File: config.mk
export PLATFORM = sky130hd
export DESIGN_NAME = qspi_mem_target_flat
export DESIGN_NICKNAME = d
export VERILOG_FILES = /design/src/rtl/qspi_mem_target_pkg.sv /design/src/rtl/qspi_mem_target_if.sv /design/src/rtl/qspi_mem_target_sync_edge.sv /design/src/rtl/qspi_mem_target.sv /design/src/flat_wrapper.sv
export SDC_FILE = /design/constraint.sdc
export NUM_CORES = 1
export LEC_CHECK = 0
export BUFFER_PORTS_ARGS = -buffer_cell sky130_fd_sc_hd__clkbuf_2
export CORE_MARGIN = 5
export CORE_UTILIZATION = 45
export DETAILED_ROUTE_END_ITERATION = 10
export PLACE_DENSITY = 0.69
export SYNTH_ARGS = -nofsm -noshare
export SYNTH_HDL_FRONTEND = slang
export SYNTH_SLANG_ARGS = --single-unit
File: constraint.sdc
create_clock -name clk_i -period 5.3 [get_ports clk_i]
set_input_delay 1.59 -clock clk_i [delete_from_list [all_inputs] [get_ports clk_i]]
set_output_delay 1.59 -clock clk_i [all_outputs]
set_load 0.05 [all_outputs]
File: src/rtl/qspi_mem_target_pkg.sv
// Shared types and constants for the QSPI memory target: FSM state encoding,
// supported command codes and address framing length.
package qspi_target_pkg;

  typedef enum logic [2:0] {
    ST_IDLE   = 3'd0,
    ST_CMD    = 3'd1,
    ST_ADDR   = 3'd2,
    ST_DUMMY  = 3'd3,
    ST_RDATA  = 3'd4,
    ST_WDATA  = 3'd5,
    ST_IGNORE = 3'd6
  } qspi_state_e;

  localparam logic [7:0] CMD_QREAD    = 8'hEB;
  localparam logic [7:0] CMD_QWRITE   = 8'h38;
  localparam int         ADDR_NIBBLES = 6;

  // A write command on a read-only instance is handled like any unknown code.
  function automatic logic cmd_supported(input logic [7:0] cmd, input bit read_only);
    return (cmd == CMD_QREAD) || ((cmd == CMD_QWRITE) && !read_only);
  endfunction

endpackage

File: src/rtl/qspi_mem_target_if.sv
// Pin-side and memory-side signals of one QSPI memory target. The slave modport
// is the target's view; the master modport is the initiator plus backing memory.
interface qspi_mem_target_if #(
  parameter int MEM_AW = 16
);

  logic              cs_in;
  logic              sck_i;
  logic [3:0]        sd_i;
  logic [3:0]        sd_o;
  logic [3:0]        sd_oen_o;
  logic [MEM_AW-1:0] mem_addr_o;
  logic              mem_re_o;
  logic [7:0]        mem_rdata_i;
  logic              mem_we_o;
  logic [7:0]        mem_wdata_o;
  logic              busy_o;
  logic              err_o;

  // Memory port handshake: mem_re_o is a 1-clk strobe and mem_rdata_i must hold
  // the addressed byte exactly one clk later; mem_we_o is a 1-clk strobe with
  // mem_addr_o/mem_wdata_o valid in the same clk. There is no back-pressure.
  modport slave (
    input  cs_in, sck_i, sd_i, mem_rdata_i,
    output sd_o, sd_oen_o, mem_addr_o, mem_re_o, mem_we_o, mem_wdata_o, busy_o, err_o
  );

  modport master (
    output cs_in, sck_i, sd_i, mem_rdata_i,
    input  sd_o, sd_oen_o, mem_addr_o, mem_re_o, mem_we_o, mem_wdata_o, busy_o, err_o
  );

endinterface

File: src/rtl/qspi_mem_target_sync_edge.sv
// Two-flop synchronizers for the asynchronous SPI pins plus edge pulses for
// sck and cs, all aligned to the synchronized data lines.
module qspi_sync_edge (
  input  logic       clk_i,
  input  logic       rst_i,
  input  logic       cs_in,
  input  logic       sck_i,
  input  logic [3:0] sd_i,
  output logic       cs_low,
  output logic       cs_fall,
  output logic       cs_rise,
  output logic       sck_rise,
  output logic       sck_fall,
  output logic [3:0] sd
);

  logic [1:0] cs_ff;
  logic [1:0] sck_ff;
  logic [3:0] sd_ff1;
  logic [3:0] sd_ff2;
  logic       cs_d;
  logic       sck_d;

  // cs resets to deasserted so no spurious transaction starts out of reset.
  always_ff @(posedge clk_i or posedge rst_i) begin
    if (rst_i) begin
      cs_ff  <= 2'b11;
      sck_ff <= 2'b00;
      sd_ff1 <= 4'h0;
      sd_ff2 <= 4'h0;
      cs_d   <= 1'b1;
      sck_d  <= 1'b0;
    end else begin
      cs_ff  <= {cs_ff[0], cs_in};
      sck_ff <= {sck_ff[0], sck_i};
      sd_ff1 <= sd_i;
      sd_ff2 <= sd_ff1;
      cs_d   <= cs_ff[1];
      sck_d  <= sck_ff[1];
    end
  end

  assign cs_low   = ~cs_ff[1];
  assign cs_fall  = ~cs_ff[1] & cs_d;
  assign cs_rise  = cs_ff[1] & ~cs_d;
  assign sck_rise = sck_ff[1] & ~sck_d;
  assign sck_fall = ~sck_ff[1] & sck_d;
  assign sd       = sd_ff2;

endmodule

File: src/rtl/qspi_mem_target.sv
// QSPI memory target: decodes quad read (0xEB) and quad write (0x38) frames from
// oversampled SPI pins and serves them from a byte-wide memory port.
module qspi_mem_target
  import qspi_target_pkg::*;
#(
  parameter int MEM_AW    = 16,
  parameter int DUMMY_CYC = 6,
  parameter bit READ_ONLY = 1'b0
) (
  input  logic             clk_i,
  input  logic             rst_i,
  qspi_mem_target_if.slave bus,
  output qspi_state_e      dbg_state
);

  if (DUMMY_CYC < 1) begin : g_dummy_check
    $error("qspi_mem_target: DUMMY_CYC must be at least 1");
  end

  qspi_state_e       state, state_n;
  logic              cs_low, cs_fall, cs_rise, sck_rise, sck_fall;
  logic [3:0]        sd;
  logic [7:0]        cnt;
  logic [6:0]        cmd_sr;
  logic [7:0]        cmd_next;
  logic              is_write;
  logic [MEM_AW-1:0] addr_q;
  logic [7:0]        rbuf;
  logic [3:0]        lo_nib;
  logic              nib_hi;
  logic [3:0]        w_hi;
  logic              w_half;
  logic              rd_valid;
  logic [3:0]        sd_o_q;
  logic [3:0]        oen_q;
  logic              re_q, we_q;
  logic [7:0]        wdata_q;
  logic              err_q;
  logic              last_cmd, last_addr, last_dummy;

  qspi_sync_edge u_sync (
    .clk_i    (clk_i),
    .rst_i    (rst_i),
    .cs_in    (bus.cs_in),
    .sck_i    (bus.sck_i),
    .sd_i     (bus.sd_i),
    .cs_low   (cs_low),
    .cs_fall  (cs_fall),
    .cs_rise  (cs_rise),
    .sck_rise (sck_rise),
    .sck_fall (sck_fall),
    .sd       (sd)
  );

  assign cmd_next   = {cmd_sr, sd[0]};
  assign last_cmd   = (cnt == 8'd7);
  assign last_addr  = (cnt == 8'(ADDR_NIBBLES - 1));
  assign last_dummy = (cnt == 8'(DUMMY_CYC - 1));

  always_ff @(posedge clk_i or posedge rst_i) begin
    if (rst_i) state <= ST_IDLE;
    else       state <= state_n;
  end

  always_comb begin
    state_n = state;
    if (cs_rise) begin
      state_n = ST_IDLE;
    end else begin
      case (state)
        ST_IDLE:  if (cs_fall) state_n = ST_CMD;
        ST_CMD:   if (sck_rise && last_cmd)
                    state_n = cmd_supported(cmd_next, READ_ONLY) ? ST_ADDR : ST_IGNORE;
        ST_ADDR:  if (sck_rise && last_addr) state_n = is_write ? ST_WDATA : ST_DUMMY;
        ST_DUMMY: if (sck_rise && last_dummy) state_n = ST_RDATA;
        default:  state_n = state;
      endcase
    end
  end

  always_ff @(posedge clk_i or posedge rst_i) begin
    if (rst_i) begin
      cnt      <= 8'd0;
      cmd_sr   <= 7'd0;
      is_write <= 1'b0;
      addr_q   <= '0;
      rbuf     <= 8'h00;
      lo_nib   <= 4'h0;
      nib_hi   <= 1'b0;
      w_hi     <= 4'h0;
      w_half   <= 1'b0;
      rd_valid <= 1'b0;
      sd_o_q   <= 4'h0;
      oen_q    <= 4'h0;
      re_q     <= 1'b0;
      we_q     <= 1'b0;
      wdata_q  <= 8'h00;
      err_q    <= 1'b0;
    end else begin
      re_q     <= 1'b0;
      we_q     <= 1'b0;
      rd_valid <= re_q;
      if (rd_valid) rbuf <= mem_rdata_capture(bus.mem_rdata_i);
      if (cs_rise) begin
        // rd_valid cleared here drops any response still in flight.
        cnt      <= 8'd0;
        nib_hi   <= 1'b0;
        w_half   <= 1'b0;
        rd_valid <= 1'b0;
        oen_q    <= 4'h0;
        sd_o_q   <= 4'h0;
      end else begin
        case (state)
          ST_IDLE: if (cs_fall) begin
            cnt    <= 8'd0;
            w_half <= 1'b0;
          end
          ST_CMD: if (sck_rise) begin
            cmd_sr <= cmd_next[6:0];
            if (last_cmd) begin
              cnt      <= 8'd0;
              addr_q   <= '0;
              is_write <= (cmd_next == CMD_QWRITE);
              if (!cmd_supported(cmd_next, READ_ONLY)) err_q <= 1'b1;
            end else begin
              cnt <= cnt + 8'd1;
            end
          end
          ST_ADDR: if (sck_rise) begin
            // Shifting through a MEM_AW-wide register keeps only the low address bits.
            addr_q <= MEM_AW'({addr_q, sd});
            if (last_addr) begin
              cnt  <= 8'd0;
              re_q <= !is_write;
            end else begin
              cnt <= cnt + 8'd1;
            end
          end
          ST_DUMMY: if (sck_rise) begin
            if (last_dummy) begin
              cnt    <= 8'd0;
              nib_hi <= 1'b1;
            end else begin
              cnt <= cnt + 8'd1;
            end
          end
          ST_RDATA: if (sck_fall) begin
            oen_q <= 4'hF;
            if (nib_hi) begin
              // Start of a byte: prefetch the next one while this byte shifts out.
              sd_o_q <= rbuf[7:4];
              lo_nib <= rbuf[3:0];
              addr_q <= addr_q + MEM_AW'(1);
              re_q   <= 1'b1;
              nib_hi <= 1'b0;
            end else begin
              sd_o_q <= lo_nib;
              nib_hi <= 1'b1;
            end
          end
          ST_WDATA: begin
            if (we_q) addr_q <= addr_q + MEM_AW'(1);
            if (sck_rise) begin
              if (w_half) begin
                we_q    <= 1'b1;
                wdata_q <= {w_hi, sd};
                w_half  <= 1'b0;
              end else begin
                w_hi   <= sd;
                w_half <= 1'b1;
              end
            end
          end
          default: ;
        endcase
      end
    end
  end

  function automatic logic [7:0] mem_rdata_capture(input logic [7:0] d);
    return d;
  endfunction

  assign bus.sd_o        = sd_o_q;
  assign bus.sd_oen_o    = oen_q;
  assign bus.mem_addr_o  = addr_q;
  assign bus.mem_re_o    = re_q;
  assign bus.mem_we_o    = we_q;
  assign bus.mem_wdata_o = wdata_q;
  assign bus.busy_o      = cs_low;
  assign bus.err_o       = err_q;
  assign dbg_state       = state;

endmodule

File: src/flat_wrapper.sv
// flat-port wrapper written by rule: the top's interface ports become plain ports
module qspi_mem_target_flat import qspi_target_pkg::*;
#(
  parameter int MEM_AW    = 16,
  parameter int DUMMY_CYC = 6,
  parameter bit READ_ONLY = 1'b0
)
  (clk_i, rst_i, dbg_state, bus_cs_in, bus_sck_i, bus_sd_i, bus_mem_rdata_i, bus_sd_o, bus_sd_oen_o, bus_mem_addr_o, bus_mem_re_o, bus_mem_we_o, bus_mem_wdata_o, bus_busy_o, bus_err_o);
  qspi_mem_target_if #(.MEM_AW(MEM_AW)) bus_i ();
  input  logic clk_i;
  input  logic rst_i;
  output qspi_state_e dbg_state;
  input wire logic [$bits(bus_i.cs_in)-1:0] bus_cs_in;
  input wire logic [$bits(bus_i.sck_i)-1:0] bus_sck_i;
  input wire logic [$bits(bus_i.sd_i)-1:0] bus_sd_i;
  input wire logic [$bits(bus_i.mem_rdata_i)-1:0] bus_mem_rdata_i;
  output wire logic [$bits(bus_i.sd_o)-1:0] bus_sd_o;
  output wire logic [$bits(bus_i.sd_oen_o)-1:0] bus_sd_oen_o;
  output wire logic [$bits(bus_i.mem_addr_o)-1:0] bus_mem_addr_o;
  output wire logic [$bits(bus_i.mem_re_o)-1:0] bus_mem_re_o;
  output wire logic [$bits(bus_i.mem_we_o)-1:0] bus_mem_we_o;
  output wire logic [$bits(bus_i.mem_wdata_o)-1:0] bus_mem_wdata_o;
  output wire logic [$bits(bus_i.busy_o)-1:0] bus_busy_o;
  output wire logic [$bits(bus_i.err_o)-1:0] bus_err_o;
  assign bus_i.cs_in = bus_cs_in;
  assign bus_i.sck_i = bus_sck_i;
  assign bus_i.sd_i = bus_sd_i;
  assign bus_i.mem_rdata_i = bus_mem_rdata_i;
  assign bus_sd_o = bus_i.sd_o;
  assign bus_sd_oen_o = bus_i.sd_oen_o;
  assign bus_mem_addr_o = bus_i.mem_addr_o;
  assign bus_mem_re_o = bus_i.mem_re_o;
  assign bus_mem_we_o = bus_i.mem_we_o;
  assign bus_mem_wdata_o = bus_i.mem_wdata_o;
  assign bus_busy_o = bus_i.busy_o;
  assign bus_err_o = bus_i.err_o;
  qspi_mem_target #(.MEM_AW(MEM_AW), .DUMMY_CYC(DUMMY_CYC), .READ_ONLY(READ_ONLY)) u_core (.clk_i(clk_i), .rst_i(rst_i), .bus(bus_i), .dbg_state(dbg_state));
endmodule
; ---- Yosys cells after proc, flatten, opt, wreduce, memory -nomap -nowiden
; Index checks and enable logic that the tools add are counted.
[word_totals]
register_bits = 87
in_bits = 16
output_inout_bits = 39
wordCells = 137
[classes]
add_sub_neg = 2
eq_ne = 25
muxes = 51
bitwise = 11
n_reduce_logical = 25
[ops]
columns = cell, n
row1 = 2-to-1 mux 16 bit, 6
row2 = case mux 16 bit (4 select lines), 1
row3 = 2-to-1 mux 8 bit, 6
row4 = != test 3 x 1 -> 1 bit (second input constant), 10
row5 = 2-to-1 mux 4 bit, 7
row6 = case mux 8 bit (3 select lines), 1
row7 = AND reduction 4 bit, 6
row8 = 2-to-1 mux 3 bit, 7
row9 = 2-to-1 mux 1 bit, 19
row10 = adder 16 x 1 -> 16 bit (second input constant), 1
row11 = equality test 8 x 3 -> 1 bit (second input constant), 2
row12 = != test 2 x 1 -> 1 bit (second input constant), 6
row13 = case mux 3 bit (4 select lines), 1
row14 = AND reduction 5 bit, 2
row15 = adder 8 x 1 -> 8 bit (second input constant), 1
row16 = equality test 8 x 6 -> 1 bit (second input constant), 1
row17 = equality test 8 bit (second input constant), 1
row18 = AND reduction 8 bit, 1
row19 = nonzero test 4 bit, 2
row20 = NOT 1 bit, 7
row21 = equality test 3 x 2 -> 1 bit (second input constant), 2
row22 = equality test 3 bit (second input constant), 2
row23 = case mux 1 bit (2 select lines), 3
row24 = AND reduction 3 bit, 2
row25 = other kinds (11), 17

; ---- Depth between registers and ports, before layout
; Gate-level depths: netlist of the first run.
[depth]
ltp_word = 6
ltp_mapped = 7
ltp_nobuf = 7

; ---- Cells and area by module
; From an unflattened synthesis of the first run, not the netlist that was laid out.
[unflattened]
cells_unflattened = 404
area_unflattened_um2 = 4294.1
[modules_own_cells]
columns = mod, instances, cells_each, area_per_inst_um2, seq_area_each_um2
row1 = qspi_mem_target, 1, 384, 3902.5, 1751.7
row2 = qspi_sync_edge, 1, 20, 391.6, 354.1

; ---- Worst setup path before layout of the first run
; Ideal clock, no wire load.
[synth_path]
kind = reg2out
startpoint = register, netlist name u_core.bus.sd_oen_o[2]
endpoint = output bus_sd_oen_o[1]
arrival_ps = 941
required_time_ps = 3710
slack_ps = 2769
stages_incl_launch_ff = 2
path_buffers = 1
path_cell_list = dfrtp_1 buf_4
[synth_rtl]
columns = element, line_no
row1 = end: declaration, flat_wrapper.sv:18  ; output wire logic [$bits(bus_i.sd_oen_o)-1:0] bus_sd_oen_o;

; ---- Worst setup path after layout of the first run
[layout_path]
startpoint = register u_core.state[0], in the netlist u_core.dbg_state[0]
endpoint = output dbg_state[0]
[layout_rtl]
columns = element, line_no
row1 = start: declaration, qspi_mem_target.sv:20  ; qspi_state_e state, state_n;
row2 = start signal: assignment, qspi_mem_target.sv:62  ; else state <= state_n;
row3 = end: declaration, flat_wrapper.sv:12  ; output qspi_state_e dbg_state;
; No word-level cell between the ends.

==> results of run 1 <==
registers in the layout, summed over array words and instances, names as in the netlist, 7 cells and up:
name,flops
u_core.bus.mem_addr_o,16
u_core.cnt,8
u_core.rbuf,8
u_core.bus.mem_wdata_o,8
u_core.cmd_sr,7
cells in the final DEF, fill, tap and decap left out, types with 2 or more instances in the layout:
master / n
dfrtp_1: 81
clkbuf_2: 54
mux2_2: 32
o21ai_0: 29
nor2_1: 26
nand2_1: 19
a21oi_1: 13
nand3_1: 13
clkbuf_8: 10
a211oi_1: 9
nor2b_1: 8
nor3_1: 8
nand2b_1: 7
inv_1: 6
a21o_1: 6
xnor2_1: 6
a31oi_1: 5
nand4_1: 4
and3_1: 4
mux2i_1: 4
a22oi_1: 4
and2_1: 4
ha_1: 4
clkinv_4: 4
o21bai_1: 3
nor3b_1: 3
o21ai_1: 3
dfstp_2: 3
nor4bb_1: 2
nor4_1: 2
a32oi_1: 2
a2bb2oi_1: 2
a21boi_0: 2
o31ai_1: 2
clkinv_2: 2
metrics by stage:
stage | hold WS (ps) | instance area (sq um)
after floorplan | 331.2 | 3933
after global placement | 332.0 | 4248
final | 354.5 | 4434
after detailed placement | 335.5 | 4248
after global routing | 362.4 | 4434
after CTS | 356.6 | 4434
metal layers:
layer	vias up	share of wire, %
met5	-	0
met4	0	1.4
met3	9	3.9
met2	58	48
met1	1401	47
li1	1399	-
kinds of logic (layout without fill, tap and decap cells):
family          after synthesis  count (layout)
flops                        84              84
xor+xnor                      7               7
mux                          36              36
simple gates                111             111
buf+inv                      27              78
fa+ha+maj                     4               4
compound gates               90              90
worst paths after layout:
kind	startpoint	endpoint
min reg2reg	u_core.u_sync.sd_ff1[0]$_DFF_PP0_	u_core.u_sync.sd[0]$_DFF_PP0_
min	u_core.u_sync.sd_ff1[0]$_DFF_PP0_	u_core.u_sync.sd[0]$_DFF_PP0_
min in group asynchronous	rst_i	u_core.u_sync.sd[1]$_DFF_PP0_
max in group asynchronous	rst_i	u_core.u_sync.cs_d$_DFF_PP1_
max reg2reg	u_core.dbg_state[1]$_DFFE_PP0P_	u_core.bus.mem_addr_o[15]$_DFFE_PP0P_
max	u_core.dbg_state[0]$_DFFE_PP0P_	dbg_state[0]
power by group through the flow:
stage | clock, mW | combinational (mW) | sequential, mW
after global routing | 0.468 | 0.592 | 0.843
after CTS | 0.437 | 0.544 | 0.827
after global placement | 0 | 0.533 | 0.833
final | 0.420 | 0.541 | 0.828
after detailed placement | 0 | 0.541 | 0.840
after floorplan | 0 | 0.353 | 0.914
Yosys cell counts, drive strengths merged (8+ instances only):
master  count
dfrtp      81
mux2       32
o21ai      32
nor2       26
nand2      19
a21oi      13
nand3      13
clkbuf     12
a211oi      9
buf         8
nor2b       8
nor3        8
cell type report:
class	instances	area (sq um)	area share [%]
multi-input cells	248	1702	38.37
clock inverters	6	48.80	1.100
inverters	7	27.53	0.6208
clock buffers	10	137.6	3.104
repair buffers	55	277.8	6.264
well taps	108	135.1	3.047
flip-flops and latches	84	2106	47.49
==> impl_metrics.ini, run 1 <==
[run_status]
status = completed

[logic_synthesis]
synth-compound-area-share_pct = 14.64
synth_area_leaders = dfrtp_1, mux2_2, o21ai_0
yosys.area_share.simple_pct = 15.62
avgSynthCellArea_sq_um = 10.95
synth_top_family_by_area = simple AND/OR/NAND/NOR gates
async_flop_share_pct = 100.0
synth.area.mux_share_pct = 10.18
synthAdderAreaFrac_pct = 1.273
synth_seq_area_share_pct = 53.55
synth_cells = 359
ys_seq_elements = 84
synth_xor_area_share_pct = 1.559
yosys.area.top_type = dfrtp_1
yosysWarningCount = 0
ys.flop_type = dfrtp_1
synth.distinct_cells = 57
syn-num-nets = 379
post_synth_instance_area_sq_um = 3933
synth_edf_count = 0
yosysTopAreaCellShare_pct = 51.54

[pwr]
p_per_area_nw_per_um2 = 403.5
combPwrFrac_pct = 30.3
clkPwrFrac_pct = 23.5
switching_share_pct = 38.91
p_sw_mw = 0.6962
p_total_mw = 1.789
power_frac_seq_pct = 46.3
p_leak_nw = 2.061
p_int_mw = 1.093
max-vdd-ir-drop_mv = 0.1894

[global_route]
grt_pass1_wl_um = 13500
grt_max_degree = 60
grt_pass1_vias = 2734
globalRouteMet3Util_pct = 3.286
use_met2_pct = 24.31
met1_usage_pct = 23.05
grt-ovfl-total = 0
grtUsageTotal_pct = 16.16
antenna_found_initial = 0
top_usage_layer = met2

[clock_tree]
cts_resized = 0
clockBufferDepth = 2
clkSinkCount = 84
ctsRootBufferMaster = clkbuf_8
post_cts_buffers = 0
cts_buffers = 9
cts.reportedPaths.clkPinSlew_ps = 80
cts_tree = yes
cts-htree-levels = 3
cts_hold_buf = 0
insertion_delay_ps = 350

[floorplanning]
core_sq_um = 8636
ios = 55
dieWidth_um = 103.5
rows = 34
die_area_sq_um = 10710
start_util_pct = 45.54
dieHeight_um = 103.5

[placement]
dp_hpwl_um = 5636
gp_congestion = 0.8666
place_worst_setup_slack_ps = 2491
portBuffers = 54
dp_cells = 502

[setup_path]
path_buf_inv = 1
critical_path_arrival_ps = 1390
crit_fanout = 16
critPathMaxStageDelay_ps = 660
path_delay_family = flip-flops
path_class = reg -> out
worstPathCellList = clkbuf_2
crit_slowest_cell = dfrtp_1
path_depth = 1
rr_worst_depth = 5
critPathCaptureType = output port
rrSetupSlack_ps = 2490
start_kind = register
worstPathRequired_ps = 3710

[sta]
fin_crit_sh_pct = 56.28
final_max_slew_viol_count = 0
grt_setup_unrepaired = false
worst_pin_slew_ps = 1008
setup_viol = 0
final.setup.tns_ps = 0
min_period_ps = 2983
hold_viol = 0
finalClockSkew_ps = 6.791
setup_ws_ps = 2317
relSlewSlack_pct = 32.52
max_freq_mhz = 335.3

[detailed_routing]
drcViolationCount = 0
wl_per_cell_um = 15.52
ant_nets = 0
vias = 2867
vias_per_cell = 5.535
drtPass1Iterations = 4
drt_iter0_markers = 198
drt_wl_total_um = 8039

[finish]
nFillCells = 790
final_util_pct = 51.35
syn_to_final_growth_pct = 12.76
nets = 425
fin_cells = 518
drive_gt1_share_pct = 27.80
n_antenna_cell = 0

[min_path]
hp-class = reg -> reg
hold_depth = 0

[job]
maxCapViolCount = 0
No activity file was read; power rests on OpenSTA's default activity.
==> run 2, diff against run 1 <==
- PLACE_DENSITY: 0.69 -> 0.72
- clock period: 5.3 -> 2.45 ns (I/O delays scaled with it)
==> impl_metrics.ini, run 2 (synthesis gave the netlist of run 1 again) <==
[run_status]
status = completed

[clock_tree]
cts-htree-levels = 3
ctsRootBufferMaster = clkbuf_8
cts_buffers = 9
cts_tree = yes
cts_hold_buf = 0
post_cts_buffers = 0
clockBufferDepth = 2
cts_resized = 0
clkSinkCount = 84
insertion_delay_ps = 360
cts.reportedPaths.clkPinSlew_ps = 90

[min_path]
hp-class = reg -> reg
whs_endpoint = u_core.u_sync.sd[0]$_DFF_PP0_
hold_depth = 0
min_from = u_core.u_sync.sd_ff1[0]$_DFF_PP0_

[job]
maxCapViolCount = 0

[sta]
final.setup.tns_ps = 0
final_max_slew_viol_count = 0
finalClockSkew_ps = 18.98
worst_pin_slew_ps = 508.4
hold_viol = 0
relSlewSlack_pct = 65.23
grt_setup_unrepaired = false
max_freq_mhz = 448.7
min_period_ps = 2229
fin_crit_sh_pct = 90.97
setup_viol = 0

[finish]
seq_area_sq_um = 2106
drive_gt1_share_pct = 29.86
largest_reg_flops = 16
n_antenna_cell = 0
final_common_cell = dfrtp_1
fin_cells = 530
multi_input_area_sq_um = 1702
layout_common_cells = dfrtp_1, clkbuf_2, mux2_2, o21ai_0, nor2_1
nFillCells = 770
syn_to_final_growth_pct = 15.94
nets = 437

[setup_path]
worstPathRequired_ps = 2700
critPathCaptureType = register
reg2reg_from = u_core.cnt[4]$_DFFE_PP0P_
rr_worst_depth = 5
crit_fanout = 31
rr_endpoint = u_core.bus.mem_addr_o[15]$_DFFE_PP0P_
rrSetupSlack_ps = 220
start_kind = register
path_class = reg -> reg
critical_path_arrival_ps = 2480

[detailed_routing]
vias_per_cell = 5.508
drt_iter0_markers = 194
wl_per_cell_um = 15.15
vias = 2919
drt_wl_total_um = 8029
ant_nets = 0
drtPass1Iterations = 5
drcViolationCount = 0

[global_route]
grt_pass1_wl_um = 13650
antenna_found_initial = 0
grt-ovfl-total = 0
grtUsageTotal_pct = 16.12
grt_max_degree = 85
grt_pass1_vias = 2909

[pwr]
p_per_area_nw_per_um2 = 895.2
p_leak_nw = 2.124
p_int_mw = 2.518
switching_share_pct = 38.31
power_frac_seq_pct = 42.8
p_total_mw = 4.081
clkPwrFrac_pct = 25.4
p_sw_mw = 1.563
combPwrFrac_pct = 31.8
max-vdd-ir-drop_mv = 0.4573

[placement]
portBuffers = 54
gp_congestion = 0.8269
dp_cells = 514
dp_hpwl_um = 5474

[floorplanning]
dieWidth_um = 103.5
start_util_pct = 45.54
rows = 34
die_area_sq_um = 10710
ios = 55
core_sq_um = 8636
dieHeight_um = 103.5
-- run 2: cell types whose count changed in the layout (fill, tap and decap cells not counted) --
cell / previous run / this run
bufinv_16: 0 / 1
inv_6: 1 / 2
clkinvlp_4: 0 / 3
clkbuf_8: 10 / 9
clkinv_4: 4 / 1
clkinv_2: 2 / 0
buf_12: 0 / 1
inv_8: 0 / 1
buf_4: 1 / 12
-- run 2: per-stage QoR --
stage	hold WS, ps	setup WS, ps	instance area [sq um]	util [%]
after detailed placement	335.5	224.6	4353	50.41
after global routing	359.7	119.9	4559	52.80
after CTS	356.1	222.2	4559	52.80
after floorplan	331.2	230.8	3936	-
after global placement	331.4	274.6	4353	50.41
final	355.6	221.2	4559	52.80
-- run 2: area by class of cell --
class	instances	share of cell area (%)
Multi-Input combinational cell	248	37.32
Clock buffer	9	2.717
Timing Repair Buffer	67	8.342
Inverter	7	0.6586
Tap cell	108	2.964
Sequential cell	84	46.19
Clock inverter	7	1.811
-- run 2: metal layers --
layer,global-route usage (%),up-vias,part of all wire [%]
li1,-,1415,-
met1,21.93,1436,47
met2,25.59,60,48
met3,2.951,8,3.5
met4,6.375,0,1.3
met5,0,-,0
-- run 2: how the worst max path moves through the flow --
stage	cells past startpoint	to	slack [ps]	from
floorplan	7	u_core.bus.mem_addr_o[5]$_DFFE_PP0P_	230	u_core.dbg_state[1]$_DFFE_PP0P_
global placement	5	u_core.bus.mem_addr_o[15]$_DFFE_PP0P_	270	u_core.cnt[4]$_DFFE_PP0P_
detailed placement	5	u_core.bus.mem_addr_o[15]$_DFFE_PP0P_	220	u_core.cnt[4]$_DFFE_PP0P_
CTS	5	u_core.bus.mem_addr_o[15]$_DFFE_PP0P_	220	u_core.cnt[4]$_DFFE_PP0P_
global route	5	u_core.bus.mem_addr_o[15]$_DFFE_PP0P_	120	u_core.cnt[4]$_DFFE_PP0P_
finish	5	u_core.bus.mem_addr_o[15]$_DFFE_PP0P_	220	u_core.cnt[4]$_DFFE_PP0P_
-- run 2: worst max-delay path: stages (launching register included) --
cell,delay [ps]
dfrtp_1,470
nor4b_4,360
a31oi_1,170
or4_4,700
o21a_1,230
a31o_2,200
-- run 2: power by group through the flow --
stage	Sequential, mW	Combinational (mW)	Clock, mW
2_1_floorplan	1.98	0.763	0
3_3_place_gp	1.76	1.27	0
3_5_place_dp	1.78	1.29	0
4_1_cts	1.75	1.30	1.06
5_1_grt	1.78	1.42	1.12
6_report	1.75	1.30	1.04
==> run 3, diff against run 2 <==
==> constraint.sdc (replaced) <==
create_clock -name clk_i -period 2.45 [get_ports clk_i]
set_input_delay 0.3675 -clock clk_i [delete_from_list [all_inputs] [get_ports clk_i]]
set_output_delay 0.3675 -clock clk_i [all_outputs]
set_load 0.05 [all_outputs]
==> impl_metrics.ini, run 3 (synthesis gave the netlist of run 1 again) <==
[run_status]
status = completed

[floorplanning]
rows = 34
dieWidth_um = 103.5
dieHeight_um = 103.5
core_sq_um = 8636
start_util_pct = 45.54
die_area_sq_um = 10710
ios = 55

[detailed_routing]
drt_iter0_markers = 165
drtPass1Iterations = 4
drcViolationCount = 0
vias_per_cell = 5.472
drt_wl_total_um = 7931
vias = 2911
ant_nets = 0
wl_per_cell_um = 14.91

[clock_tree]
insertion_delay_ps = 360
cts_buffers = 9
cts_hold_buf = 0
cts.reportedPaths.clkPinSlew_ps = 90
cts-htree-levels = 3
cts_resized = 0
clkSinkCount = 84
ctsRootBufferMaster = clkbuf_8
clockBufferDepth = 2
post_cts_buffers = 0
cts_tree = yes

[global_route]
grtUsageTotal_pct = 15.80
grt_pass1_vias = 2921
grt_pass1_wl_um = 13450
grt-ovfl-total = 0
antenna_found_initial = 0
grt_max_degree = 51

[setup_path]
worstPathRequired_ps = 2700
start_kind = register
critPathCaptureType = register
rrSetupSlack_ps = 240
crit_fanout = 31
critical_path_arrival_ps = 2460
path_class = reg -> reg

[placement]
gp_congestion = 0.8286
dp_hpwl_um = 5635
placed_cell_area_sq_um = 4355
dp_cells = 516
place_worst_setup_slack_ps = 246.1
portBuffers = 54

[sta]
max_freq_mhz = 453.3
whs_ps = 90.28
grt_setup_unrepaired = false
setup_ws_ps = 243.9
final.setup.tns_ps = 0
setup_viol = 0
hold_viol = 0
finalClockSkew_ps = 16.31
min_period_ps = 2206
relSlewSlack_pct = 57.69
fin_crit_sh_pct = 90.05
final_max_slew_viol_count = 0
worst_pin_slew_ps = 634.6

[finish]
drive_gt1_share_pct = 30.19
final_common_cell = dfrtp_1
nets = 439
final_util_pct = 53.09
final_cell_area_sq_um = 4584
syn_to_final_growth_pct = 16.58
n_antenna_cell = 0
largest_reg_flops = 16
layout_common_cells = dfrtp_1, clkbuf_2, mux2_2, o21ai_0, nor2_1
fin_cells = 532

[min_path]
hp-class = in -> reg

[pwr]
max-vdd-ir-drop_mv = 0.4437
power_frac_seq_pct = 41.9
p_total_mw = 4.173
p_per_area_nw_per_um2 = 910.2
clkPwrFrac_pct = 27.1
p_sw_mw = 1.551
combPwrFrac_pct = 31.0
p_leak_nw = 2.144
switching_share_pct = 37.18
p_int_mw = 2.622

[job]
maxCapViolCount = 0
run 3: changes by cell type in the layout (fill, tap and decap cells not counted), sizes merged:
cell	before	now
buf	13	15
clkinv	1	0
bufinv	1	2
clkinvlp	3	2
inv	9	10
run 3: final timing paths:
path,start,endpoint,cells after the start
max reg2reg,u_core.cnt[4]$_DFFE_PP0P_,u_core.bus.mem_addr_o[15]$_DFFE_PP0P_,5
min in group asynchronous,rst_i,u_core.u_sync.sd_ff1[2]$_DFF_PP0_,3
max in group asynchronous,rst_i,u_core.cnt[6]$_DFFE_PP0P_,3
min reg2reg,u_core.u_sync.sd_ff1[1]$_DFF_PP0_,u_core.u_sync.sd[1]$_DFF_PP0_,0
min,bus_cs_in,u_core.u_sync.cs_ff[0]$_DFF_PP1_,1
max,u_core.cnt[4]$_DFFE_PP0P_,u_core.bus.mem_addr_o[15]$_DFFE_PP0P_,5
run 3: routing by layer:
metal | vias to the layer above | part of all wire [%] | wire length, um | global-route usage (%)
met4 | 0 | 1.4 | 110 | 5.777
li1 | 1415 | - | - | -
met2 | 55 | 49 | 3887 | 25.34
met1 | 1430 | 46 | 3610 | 20.91
met3 | 11 | 4.1 | 322 | 3.756
met5 | - | 0 | 0 | 0
run 3: critical path, cell delays in order (launching register included):
cell and delay [ps]:
dfrtp_1 460, nor4b_4 360, a31oi_1 160, or4_4 690, o21a_1 240, a31o_2 200
run 3: final cells by class:
type,instances,area [sq um]
timing repair buffer,69,382.9
tap,108,135.1
fill,785,4051
clock buffer,9,123.9
inverter,7,30.03
multi-input combinational,248,1702
sequential,84,2106
clock inverter,7,105.1
run 3: power groups by stage:
stage,registers [mW],logic [mW],clock network (mW)
floorplan,1.98,0.763,0
global placement,1.77,1.27,0
detailed placement,1.78,1.29,0
CTS,1.75,1.30,1.16
global route,1.78,1.42,1.22
finish,1.75,1.29,1.13
